**src/rtl/exec_ctrl_pkg.sv**
```systemverilog
// Shared types and constants for the execute/memory/writeback controller.
// Holds the op class and state enums, trap causes and funct3 encodings.
package exec_ctrl_pkg;

    typedef enum logic [3:0] {
        OP_ALU    = 4'd0,
        OP_LUI    = 4'd1,
        OP_AUIPC  = 4'd2,
        OP_JAL    = 4'd3,
        OP_JALR   = 4'd4,
        OP_BRANCH = 4'd5,
        OP_LOAD   = 4'd6,
        OP_STORE  = 4'd7
    } op_class_e;

    typedef enum logic [1:0] {
        ST_IDLE = 2'd0,
        ST_EXEC = 2'd1,
        ST_MEM  = 2'd2,
        ST_WB   = 2'd3
    } state_e;

    localparam logic [1:0] TRAP_LOAD_MISALIGN  = 2'd0;
    localparam logic [1:0] TRAP_STORE_MISALIGN = 2'd1;
    localparam logic [1:0] TRAP_ILLEGAL        = 2'd2;
    localparam logic [1:0] TRAP_MEM_TIMEOUT    = 2'd3;

    localparam logic [2:0] F3_LB  = 3'd0;
    localparam logic [2:0] F3_LH  = 3'd1;
    localparam logic [2:0] F3_LW  = 3'd2;
    localparam logic [2:0] F3_LD  = 3'd3;
    localparam logic [2:0] F3_LBU = 3'd4;
    localparam logic [2:0] F3_LHU = 3'd5;
    localparam logic [2:0] F3_LWU = 3'd6;

    localparam logic [2:0] F3_SB  = 3'd0;
    localparam logic [2:0] F3_SH  = 3'd1;
    localparam logic [2:0] F3_SW  = 3'd2;
    localparam logic [2:0] F3_SD  = 3'd3;

    localparam logic [2:0] F3_BEQ  = 3'd0;
    localparam logic [2:0] F3_BNE  = 3'd1;
    localparam logic [2:0] F3_BLT  = 3'd4;
    localparam logic [2:0] F3_BGE  = 3'd5;
    localparam logic [2:0] F3_BLTU = 3'd6;
    localparam logic [2:0] F3_BGEU = 3'd7;

    // Doubleword accesses and LWU only exist on a 64-bit datapath.
    function automatic logic funct3Legal(input logic [3:0] opClass,
                                         input logic [2:0] f3,
                                         input logic       is64);
        logic ok;
        ok = 1'b0;
        case (opClass)
            OP_ALU, OP_LUI, OP_AUIPC, OP_JAL: ok = 1'b1;
            OP_JALR:   ok = (f3 == 3'd0);
            OP_BRANCH: ok = (f3 != 3'd2) && (f3 != 3'd3);
            OP_LOAD:   ok = (f3 != 3'd7) && (is64 || ((f3 != F3_LD) && (f3 != F3_LWU)));
            OP_STORE:  ok = (f3 <= F3_SD) && (is64 || (f3 != F3_SD));
            default:   ok = 1'b0;
        endcase
        return ok;
    endfunction

endpackage

```
**src/rtl/exec_ctrl_fsm_lsu_align.sv**
```systemverilog
// Combinational load/store lane logic: store replication and byte enables,
// load lane extraction with sign/zero extension, and misalignment detection.
module lsu_align
    import exec_ctrl_pkg::*;
#(
    parameter int XLEN = 32
) (
    input  logic [2:0]        addr_i,
    input  logic [2:0]        funct3_i,
    input  logic [XLEN-1:0]   rs2_i,
    input  logic [XLEN-1:0]   rdata_i,
    output logic [XLEN-1:0]   wdata_o,
    output logic [XLEN/8-1:0] be_o,
    output logic [XLEN-1:0]   load_o,
    output logic              misalign_o
);

    localparam int NB   = XLEN / 8;
    localparam int OFFW = (XLEN == 64) ? 3 : 2;

    logic [OFFW-1:0] offset;
    logic [XLEN-1:0] shifted;

    assign offset = addr_i[OFFW-1:0];

    // The low funct3 bits encode access size for both loads and stores.
    always_comb begin
        wdata_o    = '0;
        be_o       = '0;
        misalign_o = 1'b0;
        shifted    = rdata_i >> {offset, 3'b000};
        case (funct3_i[1:0])
            2'd0: begin
                for (int i = 0; i < NB; i++) wdata_o[8*i +: 8] = rs2_i[7:0];
                be_o = NB'(1) << offset;
            end
            2'd1: begin
                for (int i = 0; i < NB; i++) wdata_o[8*i +: 8] = rs2_i[8*(i%2) +: 8];
                be_o       = NB'(3) << offset;
                misalign_o = addr_i[0];
            end
            2'd2: begin
                for (int i = 0; i < NB; i++) wdata_o[8*i +: 8] = rs2_i[8*(i%4) +: 8];
                be_o       = NB'(4'hF) << offset;
                misalign_o = |addr_i[1:0];
            end
            default: begin
                wdata_o    = rs2_i;
                be_o       = '1;
                misalign_o = |addr_i[2:0];
            end
        endcase

        case (funct3_i)
            F3_LB:   load_o = XLEN'($signed(shifted[7:0]));
            F3_LH:   load_o = XLEN'($signed(shifted[15:0]));
            F3_LW:   load_o = XLEN'($signed(shifted[31:0]));
            F3_LBU:  load_o = XLEN'(shifted[7:0]);
            F3_LHU:  load_o = XLEN'(shifted[15:0]);
            F3_LWU:  load_o = XLEN'(shifted[31:0]);
            default: load_o = shifted;
        endcase
    end

endmodule

```
**src/rtl/exec_ctrl_fsm.sv**
```systemverilog
// Multi-cycle execute/memory/writeback controller (IDLE/EXEC/MEM/WB).
// Optional memory wait timeout trap: define EXEC_CTRL_MEM_TIMEOUT_EN.
module exec_ctrl_fsm
    import exec_ctrl_pkg::*;
#(
    parameter int XLEN        = 32,
    parameter int PC_STEP     = 4,
    parameter int TIMEOUT_CYC = 15
) (
    input  logic              clk,
    input  logic              rst,
    input  logic              instr_valid_i,
    output logic              instr_ready_o,
    input  logic [3:0]        op_class_i,
    input  logic [2:0]        funct3_i,
    input  logic [XLEN-1:0]   rs1_val_i,
    input  logic [XLEN-1:0]   rs2_val_i,
    input  logic [XLEN-1:0]   imm_i,
    input  logic [XLEN-1:0]   pc_i,
    input  logic [XLEN-1:0]   alu_result_i,
    output logic              alu_en_o,
    output logic              mem_req_o,
    output logic              mem_we_o,
    output logic [XLEN-1:0]   mem_addr_o,
    output logic [XLEN-1:0]   mem_wdata_o,
    output logic [XLEN/8-1:0] mem_be_o,
    input  logic              mem_ready_i,
    input  logic [XLEN-1:0]   mem_rdata_i,
    output logic              rf_we_o,
    output logic [XLEN-1:0]   rf_wdata_o,
    output logic              jump_valid_o,
    output logic [XLEN-1:0]   jump_target_o,
    output logic              trap_o,
    output logic [1:0]        trap_cause_o
);

    state_e            state_q;
    logic [3:0]        opClass_q;
    logic [2:0]        funct3_q;
    logic [XLEN-1:0]   rs1_q, rs2_q, imm_q, pc_q;

    logic              instrReady_q, aluEn_q, memReq_q, memWe_q, rfWe_q;
    logic              jumpValid_q, trap_q;
    logic [1:0]        trapCause_q;
    logic [XLEN-1:0]   memAddr_q, memWdata_q, rfWdata_q, jumpTarget_q;
    logic [XLEN/8-1:0] memBe_q;

`ifdef EXEC_CTRL_MEM_TIMEOUT_EN
    localparam int CNTW = $clog2(TIMEOUT_CYC + 1);
    logic [CNTW-1:0]   memCnt_q;
`else
    logic              unusedTimeoutParam;
    assign unusedTimeoutParam = (TIMEOUT_CYC > 0);
`endif

    logic              isIdle, legal, branchTaken, lsuMisalign;
    logic [2:0]        selF3;
    logic [XLEN-1:0]   selRs1, selRs2, selImm, lsuAddr, jalrTarget;
    logic [XLEN-1:0]   lsuWdata, lsuLoad;
    logic [XLEN/8-1:0] lsuBe;

    // In IDLE the lane logic looks at the incoming instruction so misalign
    // traps can be decided at accept; afterwards it uses the latched copy.
    assign isIdle     = (state_q == ST_IDLE);
    assign selRs1     = isIdle ? rs1_val_i : rs1_q;
    assign selRs2     = isIdle ? rs2_val_i : rs2_q;
    assign selImm     = isIdle ? imm_i     : imm_q;
    assign selF3      = isIdle ? funct3_i  : funct3_q;
    assign lsuAddr    = selRs1 + selImm;
    assign jalrTarget = (rs1_val_i + imm_i) & ~XLEN'(1);
    assign legal      = funct3Legal(op_class_i, funct3_i, XLEN == 64);

    always_comb begin
        branchTaken = 1'b0;
        case (funct3_i)
            F3_BEQ:  branchTaken = (rs1_val_i == rs2_val_i);
            F3_BNE:  branchTaken = (rs1_val_i != rs2_val_i);
            F3_BLT:  branchTaken = ($signed(rs1_val_i) <  $signed(rs2_val_i));
            F3_BGE:  branchTaken = ($signed(rs1_val_i) >= $signed(rs2_val_i));
            F3_BLTU: branchTaken = (rs1_val_i <  rs2_val_i);
            F3_BGEU: branchTaken = (rs1_val_i >= rs2_val_i);
            default: branchTaken = 1'b0;
        endcase
    end

    lsu_align #(.XLEN(XLEN)) u_lsu_align (
        .addr_i     (lsuAddr[2:0]),
        .funct3_i   (selF3),
        .rs2_i      (selRs2),
        .rdata_i    (mem_rdata_i),
        .wdata_o    (lsuWdata),
        .be_o       (lsuBe),
        .load_o     (lsuLoad),
        .misalign_o (lsuMisalign)
    );

    // EXEC-cycle pulses (alu_en, jump_valid, trap) are registered at the
    // accept edge so they are visible during the EXEC cycle itself.
    always_ff @(posedge clk or posedge rst) begin
        if (rst) begin
            state_q      <= ST_IDLE;
            opClass_q    <= '0;
            funct3_q     <= '0;
            rs1_q        <= '0;
            rs2_q        <= '0;
            imm_q        <= '0;
            pc_q         <= '0;
            instrReady_q <= 1'b1;
            aluEn_q      <= 1'b0;
            memReq_q     <= 1'b0;
            memWe_q      <= 1'b0;
            memAddr_q    <= '0;
            memWdata_q   <= '0;
            memBe_q      <= '0;
            rfWe_q       <= 1'b0;
            rfWdata_q    <= '0;
            jumpValid_q  <= 1'b0;
            jumpTarget_q <= '0;
            trap_q       <= 1'b0;
            trapCause_q  <= '0;
`ifdef EXEC_CTRL_MEM_TIMEOUT_EN
            memCnt_q     <= '0;
`endif
        end else begin
            aluEn_q     <= 1'b0;
            rfWe_q      <= 1'b0;
            jumpValid_q <= 1'b0;
            trap_q      <= 1'b0;
            case (state_q)
                ST_IDLE: begin
                    if (instr_valid_i) begin
                        opClass_q    <= op_class_i;
                        funct3_q     <= funct3_i;
                        rs1_q        <= rs1_val_i;
                        rs2_q        <= rs2_val_i;
                        imm_q        <= imm_i;
                        pc_q         <= pc_i;
                        instrReady_q <= 1'b0;
                        state_q      <= ST_EXEC;
                        if (!legal) begin
                            trap_q      <= 1'b1;
                            trapCause_q <= TRAP_ILLEGAL;
                        end else begin
                            case (op_class_i)
                                OP_ALU, OP_LUI, OP_AUIPC: aluEn_q <= 1'b1;
                                OP_JAL: begin
                                    jumpValid_q  <= 1'b1;
                                    jumpTarget_q <= pc_i + imm_i;
                                end
                                OP_JALR: begin
                                    jumpValid_q  <= 1'b1;
                                    jumpTarget_q <= jalrTarget;
                                end
                                OP_BRANCH: begin
                                    if (branchTaken) begin
                                        jumpValid_q  <= 1'b1;
                                        jumpTarget_q <= pc_i + imm_i;
                                    end
                                end
                                OP_LOAD, OP_STORE: begin
                                    if (lsuMisalign) begin
                                        trap_q      <= 1'b1;
                                        trapCause_q <= (op_class_i == OP_LOAD) ?
                                                       TRAP_LOAD_MISALIGN : TRAP_STORE_MISALIGN;
                                    end
                                end
                                default: ;
                            endcase
                        end
                    end
                end
                ST_EXEC: begin
                    if (trap_q || opClass_q == OP_BRANCH) begin
                        instrReady_q <= 1'b1;
                        state_q      <= ST_IDLE;
                    end else begin
                        case (opClass_q)
                            OP_ALU, OP_LUI, OP_AUIPC: begin
                                rfWdata_q <= alu_result_i;
                                rfWe_q    <= 1'b1;
                                state_q   <= ST_WB;
                            end
                            OP_JAL, OP_JALR: begin
                                rfWdata_q <= pc_q + XLEN'(PC_STEP);
                                rfWe_q    <= 1'b1;
                                state_q   <= ST_WB;
                            end
                            OP_LOAD, OP_STORE: begin
                                memReq_q   <= 1'b1;
                                memWe_q    <= (opClass_q == OP_STORE);
                                memAddr_q  <= lsuAddr;
                                memWdata_q <= lsuWdata;
                                memBe_q    <= lsuBe;
`ifdef EXEC_CTRL_MEM_TIMEOUT_EN
                                memCnt_q   <= '0;
`endif
                                state_q    <= ST_MEM;
                            end
                            default: begin
                                instrReady_q <= 1'b1;
                                state_q      <= ST_IDLE;
                            end
                        endcase
                    end
                end
                ST_MEM: begin
                    if (mem_ready_i) begin
                        memReq_q <= 1'b0;
                        if (memWe_q) begin
                            instrReady_q <= 1'b1;
                            state_q      <= ST_IDLE;
                        end else begin
                            rfWdata_q <= lsuLoad;
                            rfWe_q    <= 1'b1;
                            state_q   <= ST_WB;
                        end
                    end
`ifdef EXEC_CTRL_MEM_TIMEOUT_EN
                    else if (memCnt_q == CNTW'(TIMEOUT_CYC - 1)) begin
                        memReq_q     <= 1'b0;
                        trap_q       <= 1'b1;
                        trapCause_q  <= TRAP_MEM_TIMEOUT;
                        instrReady_q <= 1'b1;
                        state_q      <= ST_IDLE;
                    end else begin
                        memCnt_q <= memCnt_q + 1'b1;
                    end
`endif
                end
                ST_WB: begin
                    instrReady_q <= 1'b1;
                    state_q      <= ST_IDLE;
                end
                default: begin
                    instrReady_q <= 1'b1;
                    state_q      <= ST_IDLE;
                end
            endcase
        end
    end

    assign instr_ready_o = instrReady_q;
    assign alu_en_o      = aluEn_q;
    assign mem_req_o     = memReq_q;
    assign mem_we_o      = memWe_q;
    assign mem_addr_o    = memAddr_q;
    assign mem_wdata_o   = memWdata_q;
    assign mem_be_o      = memBe_q;
    assign rf_we_o       = rfWe_q;
    assign rf_wdata_o    = rfWdata_q;
    assign jump_valid_o  = jumpValid_q;
    assign jump_target_o = jumpTarget_q;
    assign trap_o        = trap_q;
    assign trap_cause_o  = trapCause_q;

endmodule

```
**config.mk**
```make
export PLATFORM = sky130hd
export DESIGN_NAME = exec_ctrl_fsm
export DESIGN_NICKNAME = d
export VERILOG_FILES = /design/src/rtl/exec_ctrl_pkg.sv /design/src/rtl/exec_ctrl_fsm_lsu_align.sv /design/src/rtl/exec_ctrl_fsm.sv
export SDC_FILE = /design/constraint.sdc
export NUM_CORES = 1
export LEC_CHECK = 0
export BUFFER_PORTS_ARGS = -buffer_cell sky130_fd_sc_hd__buf_4
export CORE_MARGIN = 1
export CORE_UTILIZATION = 35
export DETAILED_ROUTE_END_ITERATION = 8
export GPL_ROUTABILITY_DRIVEN = 1
export SYNTH_ARGS = -nofsm -noshare
export SYNTH_HDL_FRONTEND = slang
export SYNTH_HIERARCHICAL = 1
export SYNTH_SLANG_ARGS = --single-unit
```
**constraint.sdc**
```tcl
create_clock -name clk -period 9.8 [get_ports clk]
set_input_delay 0.98 -clock clk [delete_from_list [all_inputs] [get_ports clk]]
set_output_delay 0.98 -clock clk [all_outputs]
set_load 0.01 [all_outputs]
```
Word level (Yosys, flattened, before mapping):

Cells that the tools add are included.

* register bits after elaboration: 278
* input bits: 203
* logic and storage cells: 166

* add/sub/neg operators: 4
* $lt $le $gt $ge: 5
* equality and inequality tests: 44
* shift operators: 4
* mux-type cells: 56
* bitwise operators: 1
* reduce and logical (&&, ||, !) cells: 32

Operators by type and width (number)
* 32-bit 2-to-1 mux: 7
* 32-bit one-hot mux with 2 select lines: 3
* 32-bit one-hot mux with 4 select lines: 1
* 32-bit adder: 3
* 32-bit one-hot mux with 3 select lines: 1
* 32-bit >= comparator: 2
* 32-bit less-than comparator: 2
* 32-bit by 3-bit adder with 32-bit output (second input constant): 1
* 32-bit == test: 1
* 4-bit by 3-bit == test with 1-bit output (second input constant): 8
* 32-bit inequality test: 1
* 32-bit by 5-bit right shift with 32-bit output: 1
* 1-bit 2-to-1 mux: 26
* 3-bit == test (second input constant): 6
* 4-bit by 2-bit == test with 1-bit output (second input constant): 4
* 2-bit 2-to-1 mux: 7
* 2-bit inequality test (second input constant): 7
* 3-bit inequality test (second input constant): 4
* 4-bit one-hot mux with 3 select lines: 1
* 4-bit AND reduction: 3
* 5-bit AND reduction: 2
* 2-bit OR reduction: 5
* 3-bit OR reduction: 3
* 4-bit by 1-bit == test with 1-bit output (second input constant): 2
* other kinds (30): 45

Logic depth before layout (Yosys ltp):

* depth in word-level cells: 10
* depth in mapped cells: 18
* mapped depth without buffers: 15

Hierarchy:

The synthesis kept the hierarchy.

By module, submodules not included
* exec_ctrl_fsm: times used 1, cells each 1957, area each 18062.3 um^2, seq. area each 6957.9 um^2
* lsu_align: times used 1, cells each 180, area each 1327.5 um^2, seq. area each 0.0 um^2

Worst setup path after synthesis:

No wires, ideal clock.

* path kind: register -> register
* start: register state_q[0]
* end: register memAddr_q[31] (netlist: mem_addr_o[31])
* library setup time: 128 ps
* data arrival time: 4083 ps
* required time: 9672 ps
* path slack: 5589 ps
* cell stages (with the launch flop): 17
* buffers on the path: 2
* clock period less this slack: 4211 ps
* cell sequence: dfrtp_1 > inv_1 > ha_1 > clkbuf_1 > clkbuf_1 > mux2_2 > ha_1 > a21o_1 > a21o_1 > a2111oi_4 > o21bai_2 > a311o_1 > a21oi_4 > o21ai_1 > a221oi_2 > mux2i_1 > nand3_1

* word-level cells in the longest chain between the ends: 3

RTL lines
* from (decl): line exec_ctrl_fsm.sv:37 `state_e state_q;`
* from (signal assigned): line exec_ctrl_fsm.sv:101 `state_q <= ST_IDLE;`
* from (signal assigned): line exec_ctrl_fsm.sv:139 `state_q <= ST_EXEC;`
* from (signal assigned): line exec_ctrl_fsm.sv:175 `state_q <= ST_IDLE;`
* 2-bit logical NOT: line exec_ctrl_fsm.sv:64 `assign isIdle = (state_q == ST_IDLE);`
* 32-bit 2-to-1 mux, on equally long branches: line exec_ctrl_fsm.sv:65, exec_ctrl_fsm.sv:67
* 32-bit adder: line exec_ctrl_fsm.sv:69 `assign lsuAddr = selRs1 + selImm;`
* to (signal assigned): line exec_ctrl_fsm.sv:191 `memAddr_q <= lsuAddr;`
* to (decl): line exec_ctrl_fsm.sv:45 `logic [XLEN-1:0] memAddr_q, memWdata_q, rfWdata_q, jumpTarget_q;`

Parallel ways exist; a longest one is shown, timed or not.
A chain may end at the register's enable or synchronous reset.

Worst setup path after layout:

Same ends and word-level chain as after synthesis.

==> insert_results.sql <==
INSERT INTO impl_metrics (metric_group, metric, value, unit) VALUES
('run_status', 'status', 'completed', ''),
('cts', 'cts_repair_resize_count', '0', ''),
('finish', 'filler_cell_count', '5242', ''),
('placed_design', 'globalplace.congestion', '0.909', ''),
('floorplanning', 'start_util', '0.357', ''),
('synth', 'postSynthAreaPerCell', '9.07', 'sq um'),
('detailed_routing', 'post_drt_via_cell_ratio', '5.47', ''),
('cts', 'tritoncts.num_buffers', '38', ''),
('synth', 'yosys.area.top_type_share', '0.357', ''),
('synth', 'async_reset_ff_frac', '1.00', ''),
('floorplanning', 'die_h', '237', 'um'),
('setup_path', 'critical_path_start_end_classification', 'reg2reg', ''),
('grt', 'largest_net_degree_at_the_start_of_global_routing', '87', ''),
('grt', 'grt_use_met1', '0.327', ''),
('cts', 'worstSkewPairLatency', '560', 'ps'),
('sta', 'fin_setup_tns', '0', 'ps'),
('sta', 'finalHoldViolations', '0', ''),
('detailed_routing', 'detailed_route_iter0_violations', '1254', ''),
('setup_path', 'maximum_net_fanout_on_the_critical_path', '64', ''),
('grt', 'grt-busiest-layer', 'met2', ''),
('finish', 'layout.cells.non_filler', '3152', ''),
('setup_path', 'critical_path.most_common_cell', 'a21o_1', ''),
('cts', 'post_cts_hold_buffer_count', '0', ''),
('job', 'max_cap_violations', '0', ''),
('detailed_routing', 'routedWlPerCell', '22.1', 'um'),
('pwr', 'vdd.ir_drop.worst', '189', 'uV'),
('grt', 'grt_antenna_before_repair', '3', ''),
('synth', 'synthesis.yosys.warnings', '6', ''),
('setup_path', 'worst-endpoint-required', '10230', 'ps'),
('synth', 'dominantRegCellSynth', 'dfrtp_1', ''),
('cts', 'clock-root-buffer', 'clkbuf_16', ''),
('cts', 'cts_tree', 'yes', ''),
('grt', 'use_met2', '0.406', ''),
('grt', 'global_routing_usage_on_met3', '0.0471', ''),
('sta', 'max-slew-margin-rel', '0.262', ''),
('sta', 'tightest_slew', '1110', 'ps'),
('grt', 'first_pass_grt_wire_length', '104000', 'um'),
('detailed_routing', 'drc', '0', ''),
('synth', 'synth.distinct_cells', '82', ''),
('sta', 'whs', '474', 'ps'),
('grt', 'gr-usage-all-layers', '0.244', ''),
('detailed_routing', 'route.vias.total', '17200', ''),
('synth', 'synth_area', '19400', 'sq um'),
('sta', 'rsz_0062_raised_after_global_routing', 'no', ''),
('grt', 'grt_pass1_vias', '16800', ''),
('synth', 'syn_inst', '2137', ''),
('finish', 'seq_area', '6960', 'sq um'),
('synth', 'synth_edf_count', '0', ''),
('placed_design', 'post-place-cells', '3082', ''),
('sta', 'slew_viol_final', '0', ''),
('detailed_routing', 'drtAntennaViolNets', '0', ''),
('synth', 'synth_nets', '2477', ''),
('finish', 'drive_gt1_frac', '0.272', ''),
('placed_design', 'post-dp-hpwl', '54300', 'um'),
('finish', 'syn2layout_area_growth', '23.4', '%'),
('cts', 'cts-root-to-sink-buffers', '3', ''),
('floorplanning', 'total_core_area', '54200', 'sq um'),
('finish', 'multi_input_area', '11700', 'sq um'),
('floorplanning', 'design.die.area', '56300', 'sq um'),
('setup_path', 'crit_arrival', '5570', 'ps'),
('pwr', 'fin_total_pwr', '8.46', 'mW'),
('sta', 'clock_skew', '17.1', 'ps'),
('sta', 'crit_share_post_route', '0.525', ''),
('placed_design', 'port_buffers', '343', ''),
('setup_path', 'cp-end-kind', 'flip-flop', ''),
('setup_path', 'path_cells', 'inv_1 > ha_4 > buf_4 > mux2_2 > ha_1 > a21o_1 > a21o_1 > a2111oi_4 > o21bai_2 > a311o_1 > a21oi_4 > o21ai_1 > a221oi_2 > mux2i_1 > nand3_1', ''),
('cts', 'clk_pin_slew_worst_paths', '60', 'ps'),
('setup_path', 'max_stage_delay', '770', 'ps'),
('floorplanning', 'num_rows', '85', ''),
('detailed_routing', 'firstDrtPassIters', '5', ''),
('setup_path', 'critical_path.slowest_cell', 'buf_4', '');
[layout by cell type (no fill, tap or decap), drive strengths merged, types with 65 or more instances in the layout]
cell type and count:
nand2 338, a21oi 154, mux2 205, buf 360, inv 71, ha 134
o21ai 183, nor2 121, xnor2 65, dfrtp 277
[cell families after synthesis]
group / after synthesis / share of synthesized area
buffers and inverters: 181 / 0.0395
DFF: 278 / 0.359
xor gates and xnor gates: 104 / 0.0470
and+or+nand+nor: 636 / 0.144
muxes: 233 / 0.134
AOI/OAI and AO/OA: 568 / 0.187
adders and majority gates: 137 / 0.0896
[power by group]
part | internal (mW) | switching, mW
clock network | 1.01 | 0.562
registers | 1.72 | 0.390
logic | 2.12 | 2.66
[path summary, 6_finish.rpt]
path / endpoint / slack [ps] / depth (start not counted) / start
max: mem_addr_o[31] / 4660 / 15 / state_q[0]
min: funct3_q[2] / 470 / 2 / funct3_q[2]
max reg2reg: mem_addr_o[31] / 4660 / 15 / state_q[0]
min reg2reg: funct3_q[2] / 470 / 2 / funct3_q[2]
max in group asynchronous: mem_addr_o[28] / 7020 / 4 / rst
min in group asynchronous: rf_wdata_o[11] / 520 / 2 / rst
[state kept, by name, indices dropped and copies added (netlist names)]
signal	flops
trap_cause_o	2
opClass_q	4
pc_q	32
funct3_q	3
trap_o	1
mem_wdata_o	32
mem_addr_o	32
rf_wdata_o	32
mem_be_o	4
rf_we_o	1
mem_we_o	1
rs2_q	32
state_q	2
rs1_q	32
jump_target_o	32
instr_ready_o	1
imm_q	32
alu_en_o	1
jump_valid_o	1
mem_req_o	1
[stage by stage]
| stage | worst slack [ps] | instance area [sq um] |
|---|---|---|
| 2_1_floorplan | 1160 | 19400 |
| 3_3_place_gp | 4680 | 22500 |
| 3_5_place_dp | 4630 | 22500 |
| 4_1_cts | 4600 | 23900 |
| 5_1_grt | 4360 | 23900 |
| 6_report | 4660 | 23900 |
[critical path, delay by kind of cell, from the launching register on]
family / cells / cell delay, ps
compound gates: 8 / 2040
buf+inv: 2 / 920
fa+ha+maj: 2 / 850
mux: 2 / 660
flops: 1 / 400
simple gates: 1 / 90
[cell usage after synthesis (45+ instances only)]
cell type	count
nand2_1	338
xnor2_1	65
nand3_1	45
nor2_1	120
ha_1	134
dfrtp_1	277
o21ai_0	173
clkbuf_1	80
inv_1	70
a211oi_1	46
mux2_2	203
a21oi_1	152
[per-layer routing]
metal | vias up | routed length [um] | share of wire
li1 | 8209 | - | -
met1 | 8371 | 30800 | 0.44
met2 | 577 | 33100 | 0.48
met3 | 71 | 4340 | 0.062
met4 | 2 | 1350 | 0.019
met5 | - | 13 | 0.00019
[cell type report]
cell class | instances | share of cell area
multi-input combinational | 1678 | 0.489
sequential | 278 | 0.291
timing repair buffer | 360 | 0.113
clock buffer | 50 | 0.0464
tap | 696 | 0.0364
clock inverter | 20 | 0.0131
inverter | 70 | 0.0113
Power figures use the tool's default switching activity.
